## src/rtl/dmem_trace_pkg.sv

```systemverilog
// Shared types for the data-memory write trace block.
// Holds the word typedefs, the trace entry layout, the FSM encoding and defaults.
package global_types;

  typedef logic [9:0]  logic10;
  typedef logic [15:0] logic16;
  typedef logic [31:0] logic32;

  typedef struct packed {
    logic10 addr;
    logic32 data;
    logic16 cycle;
  } trace_entry_t;

  typedef enum logic [1:0] {
    S_RUN    = 2'd0,
    S_HALTED = 2'd1,
    S_DONE   = 2'd2
  } state_e;

  localparam int     TRACE_DEPTH = 16;
  localparam logic32 HALT_INSTR  = 32'h0800_0015;

endpackage

```

## src/rtl/dmem_trace_sync_fifo.sv

```systemverilog
// First-word-fall-through FIFO with a registered head; the head holds when empty.
// Ports: clk_i/rst_i, push_i/wdata_i, pop_i/rdata_o, full_o/empty_o/count_o.
module sync_fifo #(
  parameter int WIDTH = 8,
  parameter int DEPTH = 16
) (
  input  logic                     clk_i,
  input  logic                     rst_i,
  input  logic                     push_i,
  input  logic [WIDTH-1:0]         wdata_i,
  input  logic                     pop_i,
  output logic [WIDTH-1:0]         rdata_o,
  output logic                     full_o,
  output logic                     empty_o,
  output logic [$clog2(DEPTH):0]   count_o
);

  localparam int AW = $clog2(DEPTH);
  localparam logic [AW:0] FULL_CNT = DEPTH[AW:0];
  localparam logic [AW:0] ONE_CNT  = (AW+1)'(1);

  logic [WIDTH-1:0] mem_q [DEPTH];
  logic [AW-1:0]    wptr_q, wptr_d;
  logic [AW-1:0]    rptr_q, rptr_d;
  logic [AW-1:0]    rnext;
  logic [AW:0]      cnt_q, cnt_d;
  logic [WIDTH-1:0] out_q, out_d;
  logic             push_ok, pop_ok;

  assign full_o  = (cnt_q == FULL_CNT);
  assign empty_o = (cnt_q == '0);
  assign count_o = cnt_q;
  assign rdata_o = out_q;

  // A full FIFO still accepts a write when the head leaves in the same cycle.
  assign pop_ok  = pop_i & ~empty_o;
  assign push_ok = push_i & (~full_o | pop_ok);
  assign rnext   = rptr_q + 1'b1;

  always_comb begin
    wptr_d = push_ok ? wptr_q + 1'b1 : wptr_q;
    rptr_d = pop_ok ? rnext : rptr_q;
    cnt_d  = cnt_q;
    unique case ({push_ok, pop_ok})
      2'b10:   cnt_d = cnt_q + 1'b1;
      2'b01:   cnt_d = cnt_q - 1'b1;
      default: cnt_d = cnt_q;
    endcase
  end

  // Head register: the next entry, the incoming word when it becomes
  // the head at once, or the last value when the FIFO drains.
  always_comb begin
    out_d = out_q;
    if (pop_ok) begin
      if (cnt_q == ONE_CNT) begin
        if (push_ok) out_d = wdata_i;
      end else begin
        out_d = mem_q[rnext];
      end
    end else if (empty_o && push_ok) begin
      out_d = wdata_i;
    end
  end

  always_ff @(posedge clk_i) begin
    if (rst_i) begin
      wptr_q <= '0;
      rptr_q <= '0;
      cnt_q  <= '0;
      out_q  <= '0;
    end else begin
      wptr_q <= wptr_d;
      rptr_q <= rptr_d;
      cnt_q  <= cnt_d;
      out_q  <= out_d;
    end
  end

  always_ff @(posedge clk_i) begin
    if (push_ok) mem_q[wptr_q] <= wdata_i;
  end

endmodule

```

## src/rtl/dmem_trace.sv

```systemverilog
// Traces processor data-memory writes into a FIFO until the halt instruction.
// Ports: clock/reset, instruction, dmem_*, rd_* read port, status outputs.
module dmem_trace
  import global_types::*;
#(
  parameter int     DEPTH      = TRACE_DEPTH,
  parameter logic32 HALT_INSTR = global_types::HALT_INSTR
) (
  input  logic                   clock,
  input  logic                   reset,
  input  logic [31:0]            instruction,
  input  logic                   dmem_we,
  input  logic [9:0]             dmem_waddr,
  input  logic [31:0]            dmem_wd,
  input  logic                   rd_ready,
  output logic                   rd_valid,
  output logic [9:0]             rd_addr,
  output logic [31:0]            rd_data,
  output logic [15:0]            rd_cycle,
  output logic [$clog2(DEPTH):0] count,
  output logic                   overflow,
  output logic                   halted,
  output logic                   done,
  output logic [15:0]            cycle_count
);

  state_e       state_q, state_d;
  logic16       cyc_q, cyc_d;
  logic         ovf_q, ovf_d;
  logic         push, pop;
  logic         f_full, f_empty;
  trace_entry_t w_entry, head;

  assign push    = dmem_we & (state_q == S_RUN);
  assign pop     = rd_ready & ~f_empty;
  assign w_entry = '{addr: dmem_waddr, data: dmem_wd, cycle: cyc_q};

  sync_fifo #(
    .WIDTH ($bits(trace_entry_t)),
    .DEPTH (DEPTH)
  ) u_fifo (
    .clk_i   (clock),
    .rst_i   (reset),
    .push_i  (push),
    .wdata_i (w_entry),
    .pop_i   (rd_ready),
    .rdata_o (head),
    .full_o  (f_full),
    .empty_o (f_empty),
    .count_o (count)
  );

  assign rd_valid    = ~f_empty;
  assign rd_addr     = head.addr;
  assign rd_data     = head.data;
  assign rd_cycle    = head.cycle;
  assign overflow    = ovf_q;
  assign cycle_count = cyc_q;

  always_ff @(posedge clock) begin
    if (reset) begin
      state_q <= S_RUN;
      cyc_q   <= '0;
      ovf_q   <= 1'b0;
    end else begin
      state_q <= state_d;
      cyc_q   <= cyc_d;
      ovf_q   <= ovf_d;
    end
  end

  always_comb begin
    state_d = state_q;
    unique case (state_q)
      S_RUN:    if (instruction == HALT_INSTR) state_d = S_HALTED;
      S_HALTED: if (f_empty) state_d = S_DONE;
      S_DONE:   state_d = S_DONE;
      default:  state_d = S_RUN;
    endcase
  end

  always_comb begin
    halted = (state_q != S_RUN);
    done   = (state_q == S_DONE);
  end

  always_comb begin
    cyc_d = cyc_q;
    if (state_q == S_RUN && cyc_q != 16'hFFFF) cyc_d = cyc_q + 1'b1;
  end

  // Only a write that finds no room, even after a same-cycle pop, is lost.
  assign ovf_d = ovf_q | (push & f_full & ~pop);

endmodule

```

## config.mk

```make
export PLATFORM = sky130hd
export DESIGN_NAME = dmem_trace
export DESIGN_NICKNAME = d
export VERILOG_FILES = /design/src/rtl/dmem_trace_pkg.sv /design/src/rtl/dmem_trace_sync_fifo.sv /design/src/rtl/dmem_trace.sv
export SDC_FILE = /design/constraint.sdc
export NUM_CORES = 1
export LEC_CHECK = 0
export CELL_PAD_IN_SITES_DETAIL_PLACEMENT = 0
export CELL_PAD_IN_SITES_GLOBAL_PLACEMENT = 1
export CORE_UTILIZATION = 31
export DETAILED_ROUTE_END_ITERATION = 7
export PLACE_DENSITY_LB_ADDON = 0.1
export SETUP_SLACK_MARGIN = 0.4
export SLEW_MARGIN = 20
export SYNTH_ARGS = -nofsm -noshare
export SYNTH_HDL_FRONTEND = slang
export SYNTH_SLANG_ARGS = --single-unit
```

## constraint.sdc

```tcl
create_clock -name clock -period 6.5 [get_ports clock]
set_input_delay 0.975 -clock clock [delete_from_list [all_inputs] [get_ports clock]]
set_output_delay 0.975 -clock clock [all_outputs]
set_load 0.01 [all_outputs]
```

---- After elaboration in Yosys (flattened, before gate mapping) ----
Memory sizes are Yosys's and may differ from the RTL's.
Cells that the tools add are included.
storage, ports and cells
  latch bits .............................. 0
  memories ................................ 1
  bits in writable memories ............... 928
  word-level logic and storage cells ...... 53
  bits of input ports ..................... 78
  ROM bits ................................ 0
  register bits ........................... 90
memories
  name          depth  width  rd ports  clocked after memory_dff  write ports  line                        text
  u_fifo.mem_q  16     58     1         0                         1            dmem_trace_sync_fifo.sv:22  logic [WIDTH-1:0] mem_q [DEPTH];
operators by class
  div/mod/pow operators ................... 0
  multipliers ............................. 0
  equal/unequal tests ..................... 11
  shift-type cells ........................ 0
  bitwise gates (word level) .............. 10
  add/subtract/negate cells ............... 5
  reductions and logical operators ........ 9
  order comparisons ....................... 0
  mux-type cells .......................... 10
operators with widths
  cell                                                                     number
  58-bit two-way mux                                                       4
  32-bit by 28-bit equality test with 1-bit output, second input constant  1
  16-bit by 1-bit adder with 16-bit output, second input constant          1
  16-bit inequality test, second input constant                            1
  5-bit case mux with 2 select lines                                       1
  4-bit by 1-bit adder with 4-bit output, second input constant            2
  2-bit case mux with 3 select lines                                       1
  2-bit nonzero test                                                       3
  5-bit by 1-bit adder with 5-bit output, second input constant            1
  1-bit bitwise AND                                                        5
  5-bit by 1-bit equality test with 1-bit output, second input constant    1
  5-bit equality test, second input constant                               1
  5-bit zero test                                                          1
  5-bit by 1-bit subtractor with 5-bit output, second input constant       1
  2-bit by 1-bit equality test with 1-bit output, second input constant    2
  2-bit equality test, second input constant                               2
  2-bit two-way mux                                                        2
  2-bit by 1-bit inequality test with 1-bit output, second input constant  2
  2-bit AND reduction                                                      2
  3-bit by 2-bit inequality test with 1-bit output, second input constant  1
  1-bit inverter                                                           3
  1-bit logical AND                                                        2
  2-bit zero test                                                          1
  1-bit two-way mux                                                        2
  1-bit bitwise OR                                                         2

---- Logic depth before layout (Yosys ltp) ----
Gate-level depths: netlist of run 1.
  depth after elaboration ................. 8
  depth in mapped cells ................... 9
  mapped depth without buffers ............ 8

---- Cells and area by module ----
Synthesis of run 1 repeated with hierarchy kept, for this count alone.
unflattened totals
  cells, all modules ...................... 1984
  area, all modules ....................... 39907.0 sq um
modules (own cells, without submodules)
  module      area each (sq um)  cells an instance  times used
  sync_fifo   38809.7            1857               1
  dmem_trace  1097.3             127                1

---- Worst setup path before layout of run 1 ----
Ideal clock, no wire load.
  path type ............................... input port to flip-flop
  start point ............................. input port dmem_we
  end point ............................... memory u_fifo.mem_q[3][0] in the netlist's numbering (enable)
  buffers on the path ..................... 1
  arrival ................................. 5508 ps
  required time ........................... 5955 ps
  slack ................................... 447 ps
  stages on the path ...................... 5
  cells stage by stage .................... nand2_1 > a21oi_1 > buf_2 > nand2_1 > nor3_1
between the ends
  word-level cells in the longest chain between the ends .. 4
RTL lines
  element                                  line                        text
  start: declaration                       dmem_trace.sv:12            input logic dmem_we,
  1-bit bitwise AND                        dmem_trace.sv:34            assign push = dmem_we & (state_q == S_RUN);
  1-bit bitwise AND                        dmem_trace_sync_fifo.sv:37  assign push_ok = push_i & (~full_o | pop_ok);
  1-bit two-way mux                        dmem_trace_sync_fifo.sv:81  if (push_ok) mem_q[wptr_q] <= wdata_i;
  1-bit two-way mux (not written as such)  dmem_trace_sync_fifo.sv:81
  end: declaration                         dmem_trace_sync_fifo.sv:22
Every way passes these cells.

---- Worst setup path in the final report of run 1 ----
  start point ............................. input port rd_ready
  end point ............................... memory u_fifo.mem_q[5][47] in the netlist's numbering (enable)
between the ends
  word-level cells in the longest chain between the ends .. 5
RTL lines
  element                                  line                        text
  start: declaration                       dmem_trace.sv:15            input logic rd_ready,
  1-bit bitwise AND                        dmem_trace_sync_fifo.sv:36  assign pop_ok = pop_i & ~empty_o;
  1-bit bitwise OR                         dmem_trace_sync_fifo.sv:37
  1-bit bitwise AND                        dmem_trace_sync_fifo.sv:37
  1-bit two-way mux                        dmem_trace_sync_fifo.sv:81
  1-bit two-way mux (not written as such)  dmem_trace_sync_fifo.sv:81
Every way passes these cells.

==> impl_metrics.env, run 1 <==
export IMPL_die_x_um=357.9
export IMPL_final_cell_mix="edfxtp_1, nand2_1, mux4_2, clkdlybuf4s50_1, a21oi_1"
export IMPL_synth_fa_ha_area_frac=0.004461
export IMPL_netlist_area_leader_share=0.7098
export IMPL_synth_top_flop_cell="edfxtp_1"
export IMPL_drt_iter0_drc=1294
export IMPL_syn_inst=2026
export IMPL_holdPathStages=1
export IMPL_drc=0
export IMPL_num_vias=19860
export IMPL_fmax_ghz=0.2858
export IMPL_cts_tree="yes"
export IMPL_antenna_found_initial=0
export IMPL_synth_cell_area_mm2=0.03926
export IMPL_ant_nets=0
export IMPL_synth_xor_area_frac=0.006405
export IMPL_start_util=0.3127
export IMPL_yosysSeqAreaShare=0.7556
export IMPL_switching_share=0.2712
export IMPL_p_comb_frac=0.224
export IMPL_finalSetupTns_ns=0
export IMPL_synth_compound_area_frac=0.04490
export IMPL_dieHeight_um=357.9
export IMPL_p_int_mw=13.30
export IMPL_fin_util=0.3720
export IMPL_area_growth_pct=18.98
export IMPL_io_pins=161
export IMPL_finalHoldViolCount=0
export IMPL_critPathMaxFanout=40
export IMPL_finalWirelength_um=102300
export IMPL_ir_worst_vdd_mv=0.7064
export IMPL_finalSetupViolCount=0
export IMPL_layout_nets=2326
export IMPL_routabilityCongestion=0.7109
export IMPL_grt_pass1_wl_um=150200
export IMPL_p_seq_frac=0.425
export IMPL_ctsResizeCount=0
export IMPL_root_buffer="clkbuf_16"
export IMPL_final_min_clock_period_ns=3.499
export IMPL_powerDensity_mw_per_mm2=390.6
export IMPL_final_common_cell="edfxtp_1"
export IMPL_syn_nets=2118
export IMPL_synthMuxAreaShare=0.1338
export IMPL_drv_cap=0
export IMPL_worstPathBufferInverterCount=3
export IMPL_grt_max_degree=120
export IMPL_skew_ns=0.02645
export IMPL_slew_headroom=0.2986
export IMPL_crit_path_end_kind="flip-flop"
export IMPL_path_cells="clkdlybuf4s50_1 -> nor4b_1 -> a21oi_1 -> buf_4 -> nand2_1 -> nor2_4 -> buf_12"
export IMPL_yosys_register_bits=1018
export IMPL_dr_pass1_iters=5
export IMPL_cp_data_arrival_time_ns=3.85
export IMPL_r2r_end="u_fifo.rdata_o[54]"
export IMPL_ys_types=45
export IMPL_p_leak_nw=14.55
export IMPL_p_sw_mw=4.948
export IMPL_yosys_area_share_simple=0.03735
export IMPL_dieArea_mm2=0.1281
export IMPL_fillers=11590
export IMPL_fin_ws_ns=3.001
export IMPL_clockBufferDepth=3
export IMPL_synth_top_family_by_area="multiplexers"
export IMPL_clk_pin_slew_worst_paths_ns=0.06
export IMPL_hp_class="reg -> reg"
export IMPL_clock_sinks=1018
export IMPL_numPortBuffers=160
export IMPL_grt_ovfl_total=0
export IMPL_rsz0062_at_grt="no"
export IMPL_dp_slack_ns=2.225
export IMPL_syn_avg_cell_area_um2=19.38
export IMPL_startpoint_type="input pin"
export IMPL_vias_per_cell=4.983
export IMPL_reg2reg_slack_ns=3.14
export IMPL_grt_use_total=0.1618
export IMPL_min_to="u_fifo.rdata_o[18]"
export IMPL_htreeDepth=3
export IMPL_cts_post_setup_buffers_inserted=0
export IMPL_crit_path_max_incr_delay_ns=0.87
export IMPL_ys_async_sr_fraction=0
export IMPL_fin_crit_sh=0.5383
export IMPL_drive_gt1_frac=0.2030
export IMPL_pwr_share_clk=0.350
export IMPL_dp_hpwl_um=54220
export IMPL_clk_latency_ns=0.69
export IMPL_slew_viol_final=0
export IMPL_core_area_mm2=0.1256
export IMPL_cp_data_required_time_ns=6.86
export IMPL_worstSetupPathType="in -> reg"
export IMPL_grt_pass1_vias=21760
export IMPL_r2r_cells=7
export IMPL_synth_warnings=0
export IMPL_hp_start="u_fifo.rdata_o[18]"
export IMPL_critPathSlowestCell="clkdlybuf4s50_1"
export IMPL_yosysTopAreaCell="edfxtp_1"
export IMPL_numCtsBuffers=115
export IMPL_path_delay_family="buffers and inverters"
export IMPL_tightestPinTransition_ns=1.052
export IMPL_r2r_start="u_fifo.count_o[1]"
export IMPL_cts_hold_buf=0
export IMPL_num_rows=130
export IMPL_detail_route_wl_per_cell_um=25.67
export IMPL_synth_edf_count=928
export IMPL_status="completed"
export IMPL_synth_area_leaders="edfxtp_1, mux4_2, dfxtp_1"
==> final cells by class <==
class,instances,area [µm²],area share
repair buffers,208,2082,0.04457
clock buffers,144,3080,0.06594
diodes,1,2.502,0.00005357
inverters,8,30.03,0.0006428
well taps,1650,2064,0.04419
flip-flops and latches,1018,29670,0.6352
multi-input cells,883,9102,0.1949
clock inverters,74,680.7,0.01457
==> Yosys cell counts, types with 2 or more instances <==
library cell  number
or3_1              2
nand3_1           12
inv_1              8
xnor2_1           19
buf_1              9
nor4b_1            4
nor4_1             8
and3_1             2
nor2_1            45
buf_2             47
o21a_1            59
clkbuf_1          39
mux2i_1            3
buf_6             20
nand2_1          247
ha_1              14
nor3_1             6
a21oi_1          129
nand2b_1           6
and2_1             2
xor2_1             6
a211oi_1           6
nand4_1            7
edfxtp_1         928
mux4_2           232
o32a_1            58
dfxtp_1           90
==> power groups by stage <==
stage	Combinational [mW]	Sequential (mW)	Clock [mW]
after detailed placement	4.20	7.92	0
after global placement	4.22	7.92	0
after floorplan	2.78	7.80	0
after CTS	4.22	7.79	6.58
after global routing	4.43	7.81	6.82
final	4.10	7.76	6.39
==> worst max-delay path by stage <==
stage / depth (start not counted) / startpoint / to
after floorplan: 5 / dmem_we / u_fifo.mem_q[3][0]
after global placement: 7 / rd_ready / u_fifo.mem_q[11][38]
after detailed placement: 7 / rd_ready / u_fifo.mem_q[5][57]
after CTS: 7 / rd_ready / u_fifo.mem_q[5][46]
after global routing: 7 / rd_ready / u_fifo.mem_q[5][52]
final: 7 / rd_ready / u_fifo.mem_q[5][47]
==> layer usage <==
metal,track usage,up-vias,wire (µm)
met5,0,-,0
li1,-,8627,-
met1,0.2211,10730,46700
met2,0.2723,391,50220
met3,0.02229,118,3680
met4,0.03915,0,1722
==> logic make-up after synthesis <==
kind of cell | Yosys count
simple gates | 348
xor+xnor | 27
flops | 1018
buf+inv | 125
compound gates | 259
mux | 235
fa+ha+maj | 14
==> state kept, by name (all words and copies together) (netlist names) <==
name	cells
u_fifo.count_o	5
u_fifo.mem_q	928
u_fifo.rptr_q	4
overflow	1
cycle_count	16
state_q	2
u_fifo.rdata_o	58
u_fifo.wptr_q	4
==> per-stage QoR <==
stage	hold WS (ns)	cells	instance area, µm²	total power [mW]
after floorplan	0.4653	2026	39260	10.58
after global placement	0.4789	3767	42940	12.14
after detailed placement	0.4827	3767	42950	12.12
after CTS	0.4967	3985	46710	18.58
after global routing	0.5223	3985	46710	19.06
final	0.4849	3986	46710	18.25
Power figures use the tool's default switching activity.
==> run 2, diff against run 1 <==
clock period = 3.4 ns   (was 6.5 ns; I/O delays follow)
==> impl_metrics.env, run 2 (same netlist as run 1, synthesis figures left out) <==
export IMPL_power_mw=34.59
export IMPL_final_area_mm2=0.04722
export IMPL_critPathMaxFanout=7
export IMPL_ir_worst_vdd_mv=0.4781
export IMPL_routabilityCongestion=0.7248
export IMPL_htreeDepth=3
export IMPL_fin_util=0.3761
export IMPL_powerDensity_mw_per_mm2=732.6
export IMPL_die_x_um=357.9
export IMPL_drv_cap=0
export IMPL_startpoint_type="flip-flop"
export IMPL_cp_data_arrival_time_ns=2.35
export IMPL_finalSetupViolCount=0
export IMPL_grt_max_degree=86
export IMPL_placed_cell_area_mm2=0.04363
export IMPL_clk_pin_slew_worst_paths_ns=0.06
export IMPL_drive_gt1_frac=0.2204
export IMPL_cp_data_required_time_ns=2.89
export IMPL_finalSetupTns_ns=0
export IMPL_grt_pass1_wl_um=152200
export IMPL_p_leak_nw=14.73
export IMPL_dieHeight_um=357.9
export IMPL_slew_viol_final=0
export IMPL_num_rows=130
export IMPL_worstSetupPathType="reg -> out"
export IMPL_ant_nets=0
export IMPL_hp_class="reg -> reg"
export IMPL_finalWirelength_um=104600
export IMPL_cts_tree="yes"
export IMPL_fin_ws_ns=0.5369
export IMPL_core_area_mm2=0.1256
export IMPL_io_pins=161
export IMPL_fmax_ghz=0.3493
export IMPL_final_common_cell="edfxtp_1"
export IMPL_fillers=11650
export IMPL_vias_per_cell=4.982
export IMPL_layout_nets=2363
export IMPL_area_growth_pct=20.27
export IMPL_grt_use_total=0.1646
export IMPL_status="completed"
export IMPL_final_cell_mix="edfxtp_1, nand2_1, mux4_2, clkdlybuf4s50_1, a21oi_1"
export IMPL_dp_hpwl_um=56690
export IMPL_fin_crit_sh=0.8421
export IMPL_grt_pass1_vias=21860
export IMPL_dp_slack_ns=0.3421
export IMPL_start_util=0.3127
export IMPL_num_vias=20020
export IMPL_numPortBuffers=160
export IMPL_clock_sinks=1018
export IMPL_final_min_clock_period_ns=2.863
export IMPL_largest_reg_flops=928
export IMPL_numCtsBuffers=112
export IMPL_rsz0062_at_grt="no"
export IMPL_tightestPinTransition_ns=1.131
export IMPL_max_flop_register="u_fifo.mem_q"
export IMPL_drt_iter0_drc=1338
export IMPL_skew_ns=0.02309
export IMPL_antenna_found_initial=1
export IMPL_finalHoldViolCount=0
export IMPL_grt_ovfl_total=0
export IMPL_drc=0
export IMPL_clk_latency_ns=0.69
export IMPL_clockBufferDepth=3
export IMPL_dieArea_mm2=0.1281
export IMPL_crit_path_end_kind="output port"
export IMPL_dr_pass1_iters=4
export IMPL_detail_route_wl_per_cell_um=26.04
export IMPL_root_buffer="clkbuf_16"
export IMPL_slew_headroom=0.2459
==> run 2: changes by cell type in the layout (fill, tap and decap cells not counted), sizes merged <==
cell / previous run / this run
inv: 12 / 9
clkinvlp: 3 / 4
clkinv: 55 / 27
bufinv: 12 / 5
clkbuf: 144 / 174
buf: 48 / 88
==> run 2: routing by layer <==
| metal | up-vias | track usage | part of all wire |
|---|---|---|---|
| li1 | 8717 | - | - |
| met2 | 410 | 0.2771 | 0.49 |
| met5 | - | 0 | 0.00012 |
| met1 | 10770 | 0.2211 | 0.45 |
| met4 | 2 | 0.04068 | 0.019 |
| met3 | 129 | 0.02774 | 0.039 |
==> run 2: through the flow <==
step           hold WS, ns  instances
3_3_place_gp        0.4759       3807
5_1_grt             0.5218       4018
6_report            0.4898       4019
4_1_cts             0.5029       4018
2_1_floorplan       0.4649       2026
3_5_place_dp        0.4889       3807
==> run 2: area by class of cell <==
class,instances,area (µm²),share of cell area
sequential,1018,29690,0.6287
multi-input combinational,883,9203,0.1949
clock buffer,174,3261,0.06905
timing repair buffer,248,2650,0.05612
tap,1650,2064,0.04372
clock inverter,37,320.3,0.006783
inverter,8,35.03,0.0007419
antenna,1,2.502,0.00005299
==> run 2: critical path, cell delays in order, from the launching register on <==
cell and delay (ns):
dfxtp_1 0.50, nor3_2 0.09, and2_1 0.21, inv_1 0.26, clkdlybuf4s50_1 0.61
==> run 2: where the power goes <==
part	switching, mW	internal (mW)	total [mW]
Combinational	4.05	4.04	8.09
Sequential	0.502	14.2	14.7
Clock	4.85	6.93	11.8
==> run 2: final timing paths <==
path / from / end / slack [ns] / cells past startpoint
worst min-delay path: u_fifo.rdata_o[57] / u_fifo.rdata_o[57] / 0.49 / 1
worst max register to register: state_q[0] / u_fifo.mem_q[13][7] / 0.83 / 8
worst max-delay path: u_fifo.count_o[4] / rd_valid / 0.54 / 4
worst min register to register: u_fifo.rdata_o[57] / u_fifo.rdata_o[57] / 0.49 / 1
==> run 2: what timing repair did <==
item / in CTS / in global routing
hold buffers: 0 / 0
resized for setup: 1 / 3
buffers inserted: 0 / 0
setup endpoints to repair: 1 / 3
